--- src/rtl/seg_scan_ctrl.sv ---
// Purpose: multiplexed LED segment scanner with guard blanking, frame-synchronous double-buffered data, flash and blank modes.
// Latency: outputs are registered; a slot position appears one clock after the counters reach it; new data is shown from the next frame boundary.
// Backpressure: none; data_valid is always accepted and the last strobe in a frame wins.
//
// Ports:
//   scan_clk     sole clock, rising edge
//   reset        asynchronous, active-low
//   data_in      digit i pattern at [i*SEG_W +: SEG_W]
//   data_valid   one-cycle strobe that captures data_in
//   mode         00 constant, 01 flash all, 10 masked flash, 11 blank
//   flash_mask   bit i set = digit i flashes in mode 10
//   seg_out      registered segment drive (active-low)
//   dig_sel      registered one-hot active-low digit enable
//   dig_idx      index of the slot currently on the outputs
//   frame_start  one-cycle pulse on the first clock of each new frame
//   flash_phase  0 = on half, 1 = off half
module seg_scan_ctrl #(
  parameter int NUM_DIGITS   = 5,
  parameter int SEG_W        = 8,
  parameter int SCAN_DIV     = 50000,
  parameter int GUARD        = 500,
  parameter int FLASH_FRAMES = 64,
  parameter logic [SEG_W-1:0] BLANK = {SEG_W{1'b1}}
) (
  input  logic                          scan_clk,
  input  logic                          reset,
  input  logic [NUM_DIGITS*SEG_W-1:0]   data_in,
  input  logic                          data_valid,
  input  logic [1:0]                    mode,
  input  logic [NUM_DIGITS-1:0]         flash_mask,
  output logic [SEG_W-1:0]              seg_out,
  output logic [NUM_DIGITS-1:0]         dig_sel,
  output logic [$clog2(NUM_DIGITS)-1:0] dig_idx,
  output logic                          frame_start,
  output logic                          flash_phase
);

  localparam int CW = $clog2(SCAN_DIV);
  localparam int IW = $clog2(NUM_DIGITS);
  localparam int FW = (FLASH_FRAMES > 1) ? $clog2(FLASH_FRAMES) : 1;

  localparam logic [CW-1:0] CNT_LAST  = CW'(SCAN_DIV - 1);
  localparam logic [CW-1:0] CNT_GUARD = CW'(GUARD);
  localparam logic [IW-1:0] IDX_LAST  = IW'(NUM_DIGITS - 1);
  localparam logic [FW-1:0] FRM_LAST  = FW'(FLASH_FRAMES - 1);

  localparam logic [1:0] MODE_FLASH = 2'b01;
  localparam logic [1:0] MODE_MASK  = 2'b10;
  localparam logic [1:0] MODE_BLANK = 2'b11;

  typedef enum logic {ST_GUARD, ST_DRIVE} phase_t;

  // Phase a slot opens in; with no guard time the slot starts driving at once.
  localparam phase_t ST_FIRST = (GUARD > 0) ? ST_GUARD : ST_DRIVE;

  // slot_cnt/idx_q/state_q describe the position that the next clock edge
  // places on the registered outputs.
  logic [CW-1:0]                       slot_cnt, slot_cnt_nxt;
  logic [IW-1:0]                       idx_q, idx_nxt;
  phase_t                              state_q, state_nxt;
  logic                                started;
  logic [1:0]                          mode_q, mode_eff;
  logic [NUM_DIGITS-1:0]               mask_q, mask_eff;
  logic [NUM_DIGITS-1:0][SEG_W-1:0]    active_q, active_nxt, pend_q, data_arr;
  logic                                pend_vld;
  logic [FW-1:0]                       frm_cnt;
  logic                                phase_nxt;
  logic                                slot_start, boundary;
  logic [SEG_W-1:0]                    seg_d, pat;
  logic [NUM_DIGITS-1:0]               sel_d;

  assign data_arr   = data_in;
  assign slot_start = (slot_cnt == '0);
  // The very first digit-0 slot after reset is not a frame boundary.
  assign boundary   = started && slot_start && (idx_q == '0);

  assign slot_cnt_nxt = (slot_cnt == CNT_LAST) ? '0 : slot_cnt + CW'(1);

  always_comb begin
    idx_nxt = idx_q;
    if (slot_cnt == CNT_LAST)
      idx_nxt = (idx_q == IDX_LAST) ? '0 : idx_q + IW'(1);
  end

  // Mode and mask take their live value on the first clock of a slot and the
  // latched copy for the rest of it.
  assign mode_eff = slot_start ? mode : mode_q;
  assign mask_eff = slot_start ? flash_mask : mask_q;

  // The buffer swap and the phase toggle are used combinationally on the
  // boundary clock so that the whole new frame, including its first output
  // clock when there is no guard time, is consistent.
  always_comb begin
    active_nxt = active_q;
    if (boundary) begin
      if (data_valid)
        active_nxt = data_arr;
      else if (pend_vld)
        active_nxt = pend_q;
    end
  end

  assign phase_nxt = flash_phase ^ (boundary && (frm_cnt == FRM_LAST));

  // Slot phase FSM: next state and output pattern.
  always_comb begin
    state_nxt = state_q;
    sel_d     = {NUM_DIGITS{1'b1}};
    seg_d     = BLANK;
    pat       = active_nxt[idx_q];

    case (state_q)
      ST_GUARD: ;
      ST_DRIVE: begin
        if (mode_eff != MODE_BLANK) begin
          sel_d[idx_q] = 1'b0;
          if ((mode_eff == MODE_FLASH && phase_nxt) ||
              (mode_eff == MODE_MASK && mask_eff[idx_q] && phase_nxt))
            seg_d = BLANK;
          else
            seg_d = pat;
        end
      end
      default: ;
    endcase

    if (slot_cnt_nxt == '0)
      state_nxt = ST_FIRST;
    else if (slot_cnt_nxt == CNT_GUARD)
      state_nxt = ST_DRIVE;
  end

  always_ff @(posedge scan_clk or negedge reset) begin
    if (!reset) begin
      slot_cnt    <= '0;
      idx_q       <= '0;
      state_q     <= ST_FIRST;
      started     <= 1'b0;
      mode_q      <= '0;
      mask_q      <= '0;
      active_q    <= {NUM_DIGITS{BLANK}};
      pend_q      <= {NUM_DIGITS{BLANK}};
      pend_vld    <= 1'b0;
      frm_cnt     <= '0;
      flash_phase <= 1'b0;
      seg_out     <= BLANK;
      dig_sel     <= {NUM_DIGITS{1'b1}};
      dig_idx     <= '0;
      frame_start <= 1'b0;
    end else begin
      slot_cnt <= slot_cnt_nxt;
      idx_q    <= idx_nxt;
      state_q  <= state_nxt;
      started  <= 1'b1;

      if (slot_start) begin
        mode_q <= mode;
        mask_q <= flash_mask;
      end

      active_q <= active_nxt;

      // A strobe on the boundary clock goes straight to the active buffer.
      if (boundary)
        pend_vld <= 1'b0;
      if (data_valid && !boundary) begin
        pend_q   <= data_arr;
        pend_vld <= 1'b1;
      end

      if (boundary)
        frm_cnt <= (frm_cnt == FRM_LAST) ? '0 : frm_cnt + FW'(1);

      flash_phase <= phase_nxt;
      seg_out     <= seg_d;
      dig_sel     <= sel_d;
      dig_idx     <= idx_q;
      frame_start <= boundary;
    end
  end

endmodule

--- config.mk ---
export PLATFORM = sky130hd
export DESIGN_NAME = seg_scan_ctrl
export DESIGN_NICKNAME = d
export VERILOG_FILES = /design/src/rtl/seg_scan_ctrl.sv
export SDC_FILE = /design/constraint.sdc
export NUM_CORES = 1
export LEC_CHECK = 0
export ABC_AREA = 1
export BUFFER_PORTS_ARGS = -buffer_cell sky130_fd_sc_hd__clkbuf_2
export CAP_MARGIN = 20
export CORE_AREA = 2 2 137 139
export DETAILED_ROUTE_END_ITERATION = 10
export DIE_AREA = 0 0 139 141
export PLACE_DENSITY = 0.62
export SLEW_MARGIN = 20
export SYNTH_ARGS = -nofsm -noshare
export SYNTH_HDL_FRONTEND = slang
export SYNTH_SLANG_ARGS = --single-unit
--- constraint.sdc ---
create_clock -name scan_clk -period 2.5 [get_ports scan_clk]
set_input_delay 0.125 -clock scan_clk [delete_from_list [all_inputs] [get_ports scan_clk]]
set_output_delay 0.125 -clock scan_clk [all_outputs]
set_load 0.03 [all_outputs]
After elaboration in Yosys (flattened, before gate mapping). Index checks and enable logic that the tools add are counted.

Register bits after elaboration: 133. Input port bits: 50. Output and inout bits: 18.

Add/sub/neg operators: 3. Order comparisons: 2. Eq/ne operators: 7. Multiplexer cells: 23. Bitwise logic cells: 2. Reductions and logical operators: 15.

Operators with widths (count): 40-bit 2-to-1 mux (3); 16-bit logical NOT (2); 8-bit 2-to-1 mux (4); 8-bit binary-select mux with 3-bit select (1); 16-bit by 1-bit adder with 16-bit output (second input constant) (1); 16-bit equality test (second input constant) (1); 16-bit by 9-bit equality test with 1-bit output (second input constant) (1); 16-bit 2-to-1 mux (1); 5-bit 2-to-1 mux (3); 1-bit logical AND (8); 6-bit by 1-bit adder with 6-bit output (second input constant) (1); 6-bit equality test (second input constant) (1); 1-bit 2-to-1 mux (6); 6-bit 2-to-1 mux (1); 5-bit inverter (1); 3-bit by 4-bit < comparator with 1-bit output (second input constant) (1); 2-bit nonzero test (2); 3-bit by 1-bit adder with 3-bit output (second input constant) (1); 1-bit binary-select mux with 3-bit select (1); 1-bit demux with 3-bit select (1); 3-bit equality test (second input constant) (1); 3-bit by 1-bit greater-or-equal comparator with 1-bit output (second input constant) (1); 3-bit logical NOT (1); 3-bit 2-to-1 mux (1); other kinds (7) (7).

Logic depth before layout (Yosys ltp). Gate-level depths: netlist of the first run.

Depth after elaboration: 10. Mapped depth: 17.

Worst setup path before layout of the first run. No wires, ideal clock.

Path type: flip-flop to flip-flop. Start: register idx_q[0]. End: register seg_out[0]. Setup time: 0.079 ns. Arrival: 2.560 ns. Data required time: 2.421 ns. Slack: -0.139 ns. Cell stages (with the launch flop): 18. Path buffers: 4. Clock period less this slack: 2.639 ns. Path through: dfrtp_1 > clkbuf_1 > inv_1 > clkbuf_1 > clkbuf_1 > ha_1 > inv_1 > nor2_4 > nand2_2 > inv_1 > nand4_4 > buf_2 > nand2_1 > nand2_1 > a21oi_1 > nand2_1 > nor2_1 > nand2_1.

RTL lines: from (decl) (RTL line 59) `logic [IW-1:0] idx_q, idx_nxt;`; from (signal assigned) (RTL line 152) `idx_q <= idx_nxt;`; to (signal assigned) (RTL line 175) `seg_out <= seg_d;`; to (decl) (RTL line 31) `output logic [SEG_W-1:0] seg_out,`.

Worst setup path after layout of the first run.
Start: register slot_cnt[0]. End: register seg_out[6].

Word-level cells in the longest chain between the ends: 10.

Ends and longest elaborated chain: from (decl) (RTL line 58) `logic [CW-1:0] slot_cnt, slot_cnt_nxt;`; from (signal assigned) (RTL line 151) `slot_cnt <= slot_cnt_nxt;`; 16-bit logical NOT * (RTL line 73) `assign slot_start = (slot_cnt == '0);`; 5-bit 2-to-1 mux / 1-bit logical AND (equally long branches); 1-bit binary-select mux with 3-bit select / 1-bit logical AND (equally long branches) (RTL line 118, 75); 1-bit 2-to-1 mux (not written as such) / 1-bit logical AND (equally long branches) (RTL line 118, 103); 1-bit logical AND / 1-bit XOR (equally long branches) (RTL line 118, 103); 1-bit logical AND, on equally long branches (RTL line 118, 117); 1-bit logical OR (RTL line 117) `if ((mode_eff == MODE_FLASH && phase_nxt) ||`; 8-bit 2-to-1 mux (RTL line 117); 8-bit 2-to-1 mux * (RTL line 115) `if (mode_eff != MODE_BLANK) begin`; 8-bit 2-to-1 mux * (RTL line 112) `case (state_q)`; net seg_d[6] (RTL line 69) `logic [SEG_W-1:0] seg_d, pat;`.

The timed path passes the listed nets; every way through them passes the cells marked *. The select of a mux whose other input is x is not followed. A chain may end at the register's enable or synchronous reset.

==> results.md, run 1 <==
* Status: finished clean
* Total clock sinks at ~130
* Die width at ~140 µm
* Post-synthesis net count at 980
* Synth Area in XOR/XNOR at less than 1%
* Cell Chain, Critical Path: inv_1, ha_1, nand2_1, nor2_2, nand2_2, nor2_4, buf_4, nand3_1, nand3_1, nand3_1, nand2_1, nor2_1, nand2_1
* GR Util All Layers at roughly a fifth
* Yosys warning total at 0
* Post-CTS Repair Setup Buffers at 0
* Largest net degree at the start of global routing at 58
* Die Footprint at a little under 20000 µm²
* Worst Hold Class: in2reg
* Antenna cells at 0
* Post-synth EDFFs at 0
* Fillers at 1809
* Post-synthesis sequential area ratio at between 40% and 50%
* Fin area at 8740 µm²
* Layout overhead on the synthesized area at 22.7%
* Largest family of logic cells by synthesized area: simple AND/OR/NAND/NOR gates
* GRT overflow at 0
* Max-cap viol count at 0
* Total negative slack at 0 ns
* CP startpoint kind: register
* CP max-delay cell: dfrtp_1
* Predominant post-synthesis flop cell: dfstp_2
* Placed Area at between 7000 and 8000 µm²
* Commonest non-fill, non-tap cell in the layout: nand2_1
* Most frequent cells in the layout: nand2_1, inv_1, o21ai_0, dfstp_2, nand3_1
* DRC at 0
* Worst ir drop on vdd at just over 500 µV
* Compound-Gate Fraction of Synth Area at between 8 and 9%
* CP required at about 2.9 ns
* Power density over the cells at 600 nW/µm²
* Crit path time final at roughly 2.2 ns
* Initial Util at between 30% and 40%
* Drt first pass iters at 5
* Critical Path Sink: seg_out[6]$_DFF_PN1_
* Initial DRC count at 427
* CTS tree: yes
* Number of distinct library cells after synthesis at 37
* R2R Setup Slk at 0.30 ns
* Final setup viols at 0
* Final GP Congestion at roughly 0.84
* First-pass GRT wire length at about 30 mm
* Core area at roughly 18000 µm²
* Fin crit share at 87.8%
* Vias in the first global route at 5827
* Die Y at between 100 and 150 µm
* Via/cell ratio at about 4.8
* Unrepaired setup endpoints after global routing: no
* Simple-Gate Fraction of Synth Area at between 30% and 40%
* Total number of vias at 6097
* Slowest cell delay on critical path at around 0.43 ns
* Final wirelength at 18.2 mm
* Mapped Area at ~7100 µm²
* Site Rows at 50
* Util after Layout at 47.8%
* RR Startpoint: slot_cnt[0]$_DFF_PN0_
* I/O Buffers at 67
* Latest clock arrival within the worst-skew pair at 0.42 ns
* Clock transition at path regs at ~0.060 ns
* Per-cell routed wire length at 14.2 µm
* Worst setup path startpoint: slot_cnt[0]$_DFF_PN0_
* CP Capture Type: register
* Arr. time, crit path at between 2 and 3 ns
* Max-slew violation count at 0
* Clk buf depth at 2
* WS Path Type: reg2reg
* Initial antenna violation count at 0
* Yosys reg bits at between 100 and 150
* DRT antenna net count at 0
* H-Tree Depth at 4
* Post-synthesis area per instance at about 7.7 µm²
* CTS root buffer: clkbuf_16
* Fmax at between 0.4 and 0.5 GHz
* Critical-path maximum fanout at 24
* Pleak at roughly 0.0044 µW
* Multiplexer share of the synthesized area at under 10%
* Async SR Flop Fraction at 100%
* Synth Area in Adders at ~1.1%
* IO Count at 68
* Cells after Synth at 924
* RR Endpoint: seg_out[6]$_DFF_PN1_
* Post-DP HPWL at ~12 mm
* Final hold vios at 0
* Layout cell share with drive strength beyond 1 at a little under a quarter
* Cts bufs inserted at 17
* Setup Skew at approximately 0.0081 ns
* Final net count at around 1.1k
* Worst r2r path cells at 13
## cells by family after synthesis
kind of cell	count (synthesis)
multiplexers	9
XOR/XNOR	5
buffers and inverters	156
AO/OA/AOI/OAI	118
adder cells (fa/ha/maj)	6
AND/OR/NAND/NOR	496
other	1
flip-flops	133
## how the worst min path moves through the flow
stage,startpoint,endpoint,slack [ns],depth (start not counted)
floorplan,reset,dig_idx[0]$_DFF_PN0_,-0.17,0
global placement,reset,slot_cnt[7]$_DFF_PN0_,0.09,1
detailed placement,reset,slot_cnt[4]$_DFF_PN0_,0.09,1
CTS,data_in[9],pend_q[9]$_DFFE_PN1P_,0.003,3
global route,data_in[9],pend_q[9]$_DFFE_PN1P_,0.01,3
finish,data_in[9],pend_q[9]$_DFFE_PN1P_,0.01,3
## per-stage QoR
stage	std cells	setup WS [ns]	power, µW	hold WS [ns]
final	1280	0.305	5240	0.0125
after global routing	1280	0.106	5470	0.0116
after CTS	1280	0.294	5290	0.00335
after detailed placement	1208	0.308	2800	0.0947
after global placement	1208	0.351	2790	0.0915
after floorplan	924	0.0675	2630	-0.171
## routing by layer
layer  up-vias  part of all wire (%)  global-route usage (%)
met5         -                     0                       0
met4         0                   1.6                    6.22
met3        21                   3.1                    3.94
met2       126                    46                    30.1
met1      2816                    50                    26.6
li1       3134                     -                       -
## worst max-delay path: cells and delay by family, from the launching register on
family | cells | cell delay [ns]
AND/OR/NAND/NOR | 10 | 1.17
flip-flops | 1 | 0.43
buffers and inverters | 2 | 0.37
adder cells (fa/ha/maj) | 1 | 0.16
## Yosys cell counts (all sizes together) (6+ instances only)
master / instances / area share [%]
and2: 13 / 1.1
o22ai: 8 / 0.70
nor3: 7 / 0.65
ha: 6 / 1.1
o21ai: 94 / 6.6
dfrtp: 40 / 14
clkbuf: 20 / 1.1
nand2: 288 / 16
a21oi: 13 / 0.91
nand3: 92 / 6.5
nand4: 11 / 1.3
inv: 119 / 6.3
dfstp: 93 / 34
buf: 17 / 1.4
mux2: 8 / 1.3
nor2: 80 / 5.4
## state kept, by name, indices dropped and copies added (netlist names), 2 cells and up
name,cells
mode_q,2
frm_cnt,6
dig_idx,3
pend_q,40
dig_sel,5
seg_out,8
slot_cnt,16
mask_q,5
idx_q,3
active_q,40
## repair_timing
action,CTS,global route
hold buffers,40,0
resized for setup,0,0
endpoints found under the hold margin,66,0
setup endpoints to repair,0,0
## power by group
group          switching (µW)  leakage, µW  internal [µW]
Sequential               51.7      0.00150           2330
Combinational             244      0.00262            187
Clock                     938     0.000290           1490
Total                    1230      0.00441           4010
## layout make-up
cell class / count / area [µm²] / share of cell area (%)
Sequential cell: 133 / 3440 / 39.4
Multi-Input combinational cell: 635 / 3060 / 35.0
Timing Repair Buffer: 127 / 926 / 10.6
Clock buffer: 22 / 495 / 5.67
Inverter: 119 / 449 / 5.14
Tap cell: 234 / 293 / 3.35
Clock inverter: 10 / 77.6 / 0.887
(Power assumes the default switching activity.)
==> run 2, diff against run 1 <==
- ABC_AREA: 1 -> 0
- CORE_AREA: 2 2 137 139 -> 2 2 129 131
- DIE_AREA: 0 0 139 141 -> 0 0 131 133
- PLACE_DENSITY: 0.62 -> 0.63
==> results.md, run 2 <==
* Status: finished with violations
* Failing checks: negative setup slack
* Hold Startpoint: data_valid
* Post-synthesis net count at 640 (-35%)
* GR Util All Layers at 20.2% (+1.1 points)
* Clk buf depth at 2 (unchanged)
* Number of distinct library cells after synthesis at 61 (+65%)
* Layout cell share with drive strength beyond 1 at 43.5% (+20 points)
* Largest family of logic cells by synthesized area: simple AND/OR/NAND/NOR gates
* RR Startpoint: slot_cnt[1]$_DFF_PN0_
* CP required at 2.81 ns (-0.05 ns)
* Die Footprint at 17400 µm² (-11%)
* I/O Buffers at 67 (unchanged)
* Setup Skew at 0.00998 ns (+0.00187 ns)
* Initial antenna violation count at 0 (unchanged)
* Dpl cells at 886 (-27%)
* Pre-CTS setup slack at -0.144 ns (-0.451 ns)
* Latest clock arrival within the worst-skew pair at 0.43 ns (about the same)
* Fillers at 1400 (-23%)
* Site Rows at 47 (-6.0%)
* Area taken by flip-flops and latches at 3450 µm² (+0.11%)
* Die width at 131 µm (-5.8%)
* Util after Layout at 52.2% (+4.4 points)
* Footprint of the multi-input gates at 2760 µm² (-9.7%)
* Commonest non-fill, non-tap cell in the layout: dfstp_2
* Max-cap viol count at 0 (unchanged)
* CP startpoint kind: register
* Area leader, netlist: dfstp_2
* Synth top cells by count: dfstp_2, nor2_1, mux2_2, nand2_1, dfrtp_1
* Relative slew slack at between 40% and 50%
* Layout overhead on the synthesized area at 33.3%
* Power density over the cells at 622 nW/µm² (+3.7%)
* Worst-Margin Slew at between 0.7 and 0.8 ns
* Critical-path maximum fanout at 5 (-79%)
* Predominant post-synthesis flop cell: dfstp_2
* Post-synthesis sequential area ratio at 54.4% (+6.0 points)
* WS Path Type: reg2reg
* Fmax at 0.400 GHz (-12%)
* Post-synth EDFFs at 0 (unchanged)
* DRC at 0 (unchanged)
* Top-count cell post-synth: dfstp_2
* Post-DP HPWL at 11.5 mm (-7.5%)
* CTS tree: yes
* Per-cell routed wire length at 17.5 µm (+23%)
* Worst Hold Class: in2reg
* Cells after Synth at 584 (-37%)
* Non-Filler Instances at 969 (-24%)
* CTS root buffer: clkbuf_16
* Async SR Flop Fraction at 100% (unchanged)
* Initial Util at 39.2% (+0.17 points)
* Cts bufs inserted at 17 (unchanged)
* GRT overflow at 0 (unchanged)
* Synth area leaders: dfstp_2, dfrtp_1, mux2_2
* Pleak at 0.00355 µW (-19%)
* Largest net degree at the start of global routing at 57 (-1.7%)
* Max-slew violation count at 0 (unchanged)
* Compound-Gate Fraction of Synth Area at 12.3% (+3.7 points)
* IO Count at 68 (unchanged)
* Antenna cells at 0 (unchanged)
* Yosys reg bits at 133 (unchanged)
* Crit path time final at 2.50 ns (+0.307 ns)
* Final wirelength at 16.9 mm (-7.0%)
* Total clock sinks at 133 (unchanged)
* Multiplexer share of the synthesized area at 8.81% (+7.4 points)
* Unrepaired setup endpoints after global routing: yes
* H-Tree Depth at 4 (unchanged)
* First-pass GRT wire length at 27.2 mm (-8.7%)
* Final setup viols at 1 (+1)
* Drt first pass iters at 4 (-1)
* Post-synthesis area per instance at 10.8 µm² (+41%)
* Worst ir drop on vdd at 500 µV (-2.9%)
* Final GP Congestion at 0.846 (+0.93%)
* Synth Area in Adders at 1.34% (+0.29 points)
* Clock transition at path regs at 0.06 ns (about the same)
* Design Power at 5250 µW (+0.18%)
* Simple-Gate Fraction of Synth Area at 17.1% (-14 points)
* Initial DRC count at 288 (-33%)
* Final net count at 792 (-27%)
* Yosys warning total at 0 (unchanged)
* R2R Setup Slk at -0.002 ns (-0.31 ns)
* DRT antenna net count at 0 (unchanged)
* Most frequent cells in the layout: dfstp_2, clkbuf_2, nor2_1, buf_4, dlygate4sd3_1
* Vias in the first global route at 5377 (-7.7%)
* Yosys top cell area share at 38.6% (+4.3 points)
* Core area at 16200 µm² (-11%)
* RR Endpoint: state_q$_DFFE_PN0P_
* Arr. time, crit path at 2.82 ns (+0.27 ns)
* Fin crit share at 100% (+12 points)
* Final setup margin at -0.00239 ns (-0.307 ns)
* Top Registers: active_q (40), pend_q (40), slot_cnt (16)
* Via/cell ratio at 5.37 (+13%)
* Worst r2r path cells at 8 (-5)
* Mapped Area at 6330 µm² (-11%)
* Synth Area in XOR/XNOR at 2.35% (+1.6 points)
* Worst Hold End: active_q[11]$_DFF_PN1_
* Total negative slack at -0.00239 ns (-0.00239 ns)
* Final hold vios at 0 (unchanged)
* Hold Path Depth at 3 (unchanged)
* Die Y at 133 µm (-5.7%)
* Total number of vias at 5203 (-15%)
* CP Capture Type: register
[run 2: cell count changes in the layout (fill, tap and decap cells not counted), moves of 11 or more]
cell,previous run,this run
buf_4,18,51
inv_1,117,17
mux2_2,8,42
nand2_1,278,41
nand3_1,92,19
nor3_1,6,27
nor4_1,0,11
o21ai_0,94,8
o22ai_1,8,28
[run 2: power by group]
| part | internal (µW) | switching, µW |
|---|---|---|
| Sequential | 2340 | 60.9 |
| Clock | 1460 | 1010 |
| Combinational | 204 | 178 |
| Total | 4010 | 1250 |
[run 2: how the worst max path moves through the flow]
stage / from / to / slack, ns
after floorplan: slot_cnt[0]$_DFF_PN0_ / seg_out[0]$_DFF_PN1_ / 0.07
after global placement: slot_cnt[0]$_DFF_PN0_ / state_q$_DFFE_PN0P_ / -0.02
after detailed placement: slot_cnt[0]$_DFF_PN0_ / state_q$_DFFE_PN0P_ / -0.14
after CTS: slot_cnt[0]$_DFF_PN0_ / seg_out[4]$_DFF_PN1_ / 0.0003
after global routing: slot_cnt[1]$_DFF_PN0_ / state_q$_DFFE_PN0P_ / -0.09
final: slot_cnt[1]$_DFF_PN0_ / state_q$_DFFE_PN0P_ / -0.002
[run 2: critical path: stages, from the launching register on]
cell	delay, ns
dfrtp_1	0.39
ha_2	0.24
and3_1	0.23
nand3_1	0.15
nor3_4	0.28
nor2_2	0.09
or4_4	0.53
o31a_1	0.30
o22a_1	0.18
[run 2: area by class of cell]
| class | instances | area share (%) |
|---|---|---|
| Clock inverter | 13 | 1.42 |
| Inverter | 18 | 0.800 |
| Clock buffer | 19 | 5.50 |
| Multi-Input combinational cell | 395 | 32.7 |
| Tap cell | 220 | 3.26 |
| Sequential cell | 133 | 40.8 |
| Timing Repair Buffer | 171 | 15.5 |
[run 2: repair_timing]
item	4_1_cts	5_1_grt
gates resized for setup	6	19
hold buffers	47	0
endpoints found under the setup margin	39	51
cloned	0	0
hold endpoints to repair	106	0
pin swaps	1	6
setup buffers	0	4
[run 2: cells by family after synthesis]
| logic type | after synthesis |
|---|---|
| flip-flops | 133 |
| XOR/XNOR | 17 |
| buffers and inverters | 56 |
| other | 1 |
| multiplexers | 48 |
| AND/OR/NAND/NOR | 213 |
| adder cells (fa/ha/maj) | 7 |
| AO/OA/AOI/OAI | 109 |
[run 2: metrics by stage]
stage	hold WS [ns]	instance area [µm²]
5_1_grt	0.127	8440
6_report	0.139	8440
2_1_floorplan	-0.171	6330
3_3_place_gp	0.250	7240
4_1_cts	0.106	8320
3_5_place_dp	0.254	7240
[run 2: metal layers]
metal | up-vias | share of wire, % | global-route usage, %
met5 | - | 0 | 0
met4 | 0 | 1.9 | 7.51
met3 | 26 | 4.1 | 4.73
met2 | 109 | 50 | 33.0
met1 | 2625 | 44 | 26.0
li1 | 2443 | - | -
==> run 3, diff against run 2 <==
- PLACE_DENSITY: 0.63 -> 0.6
- clock period: 2.5 -> 3.03 ns (I/O delays scaled with it)
==> results.md, run 3 (synthesis gave the netlist of run 2 again) <==
* Total number of vias at 5018 (-3.6%)
* Max-cap viol count at 0 (unchanged)
* Latest clock arrival within the worst-skew pair at 0.42 ns (about the same)
* Total clock sinks at 133 (unchanged)
* Unrepaired setup endpoints after global routing: no
* CTS root buffer: clkbuf_16
* Status: finished clean
* Cts bufs inserted at 17 (unchanged)
* CP required at 3.33 ns (+0.52 ns)
* Commonest non-fill, non-tap cell in the layout: dfstp_2
* Top Registers: active_q (40), pend_q (40), slot_cnt (16)
* Total negative slack at 0 ns (+0.00239 ns)
* Final wirelength at 16.7 mm (-1.5%)
* IO Count at 68 (unchanged)
* Clk buf depth at 2 (unchanged)
* Via/cell ratio at 5.50 (+2.4%)
* Largest net degree at the start of global routing at 81 (+42%)
* Crit path time final at 2.82 ns (+0.318 ns)
* Layout cell share with drive strength beyond 1 at 38.2% (-5.3 points)
* Worst ir drop on vdd at 400 µV (-20%)
* Worst Hold Class: in2reg
* Vias in the first global route at 5300 (-1.4%)
* Post-DP HPWL at 11.3 mm (-1.9%)
* CP Capture Type: register
* I/O Buffers at 67 (unchanged)
* R2R Setup Slk at 0.21 ns (+0.21 ns)
* Most frequent cells in the layout: dfstp_2, clkbuf_2, nor2_1, mux2_2
* Die width at 131 µm (unchanged)
* Non-Filler Instances at 913 (-5.8%)
* Arr. time, crit path at 3.12 ns (+0.30 ns)
* Per-cell routed wire length at 18.3 µm (+4.5%)
* Drt first pass iters at 6 (+2)
* Pleak at 0.00328 µW (-7.7%)
* DRT antenna net count at 0 (unchanged)
* Core area at 16200 µm² (unchanged)
* Power density over the cells at 560 nW/µm² (-9.9%)
* Fin crit share at 93.1% (-7.0 points)
* Worst Hold End: pend_q[22]$_DFFE_PN1P_
* First-pass GRT wire length at 27.4 mm (+0.66%)
* Max-slew violation count at 0 (unchanged)
* Worst r2r path cells at 8 (unchanged)
* Relative slew slack at 36.2% (-12 points)
* WS Path Type: reg2reg
* Fmax at 0.355 GHz (-11%)
* Hold Startpoint: data_in[22]
* Layout overhead on the synthesized area at 24.4%
* CTS tree: yes
* Final setup viols at 0 (-1)
* Clock transition at path regs at 0.05 ns (about the same)
* Worst-Margin Slew at 0.950 ns (+0.169 ns)
* H-Tree Depth at 4 (unchanged)
* DRC at 0 (unchanged)
* Final net count at 736 (-7.1%)
* RR Startpoint: slot_cnt[0]$_DFF_PN0_
* GRT overflow at 0 (unchanged)
* Initial antenna violation count at 0 (unchanged)
* CP startpoint kind: register
* Setup Skew at 0.00957 ns (-0.000409 ns)
* Antenna cells at 0 (unchanged)
* Initial DRC count at 340 (+18%)
* RR Endpoint: state_q$_DFFE_PN0P_
* Final GP Congestion at 0.861 (+1.8%)
* Critical-path maximum fanout at 6 (+1)
* Design Power at 4410 µW (-16%)
* GR Util All Layers at 20.4% (+0.20 points)
* Die Y at 133 µm (unchanged)
* Initial Util at 39.2% (unchanged)
* Die Footprint at 17400 µm² (unchanged)
* Dpl cells at 849 (-4.2%)
* Hold Path Depth at 2 (-1)
* Final hold vios at 0 (unchanged)
* Site Rows at 47 (unchanged)
run 3: cell types whose count changed in the layout (fill, tap and decap cells not counted), sizes merged:
| cell | before | now |
|---|---|---|
| bufinv | 1 | 3 |
| dlygate4sd3 | 47 | 32 |
| inv | 23 | 18 |
| clkinvlp | 2 | 1 |
| buf | 58 | 17 |
| clkinv | 5 | 4 |
| clkbuf | 85 | 90 |
run 3: timing repair:
action                                  4_1_cts  5_1_grt
buffers inserted                              0        0
endpoints found under the setup margin        0       30
gates resized for setup                       0        4
hold buffers                                 32        0
hold endpoints to repair                     37        0
run 3: area by class of cell:
cell class	instances	area, µm²
clock inverters	8	121
clock buffers	24	493
repair buffers	115	803
multi-input cells	395	2670
well taps	220	275
fillers	1441	8290
flip-flops and latches	133	3440
inverters	18	67.6
run 3: layer usage:
metal / track usage, % / part of all wire [%] / routed length [µm] / vias up
met3: 5.14 / 4.7 / 780 / 43
met4: 9.04 / 3.2 / 535 / 0
met5: 0 / 0 / 0 / -
met1: 26.5 / 44 / 7250 / 2497
met2: 32.1 / 49 / 8100 / 147
li1: - / - / - / 2331
run 3: worst max-delay path by stage:
stage,from,to
after floorplan,slot_cnt[0]$_DFF_PN0_,seg_out[0]$_DFF_PN1_
after global placement,slot_cnt[0]$_DFF_PN0_,state_q$_DFFE_PN0P_
after detailed placement,slot_cnt[0]$_DFF_PN0_,seg_out[0]$_DFF_PN1_
after CTS,slot_cnt[0]$_DFF_PN0_,seg_out[0]$_DFF_PN1_
after global routing,slot_cnt[0]$_DFF_PN0_,state_q$_DFFE_PN0P_
final,slot_cnt[0]$_DFF_PN0_,state_q$_DFFE_PN0P_
run 3: metrics by stage:
step	cell area, µm²	hold slack (ns)	worst slack (ns)	util (%)
global placement	6930	0.375	0.285	42.8
finish	7880	0.00991	0.209	48.7
floorplan	6330	-0.144	0.599	-
global route	7880	0.00717	0.0583	48.7
detailed placement	6930	0.385	0.174	42.8
CTS	7860	0.00372	0.103	48.6
run 3: where the power goes:
part           leakage [µW]  internal (µW)  total, µW  switching [µW]
logic               0.00149            146        291             145
clock network      0.000299           1380       2140             758
registers           0.00149           1930       1980            49.4
run 3: worst max-delay path, stage by stage (launching register included):
cell and delay, ns:
dfrtp_1 0.46, ha_1 0.24, nand3_1 0.20, nor3_1 0.45
mux2i_1 0.24, a31oi_1 0.11, or4_1 0.52, o31a_1 0.30
o22a_1 0.18
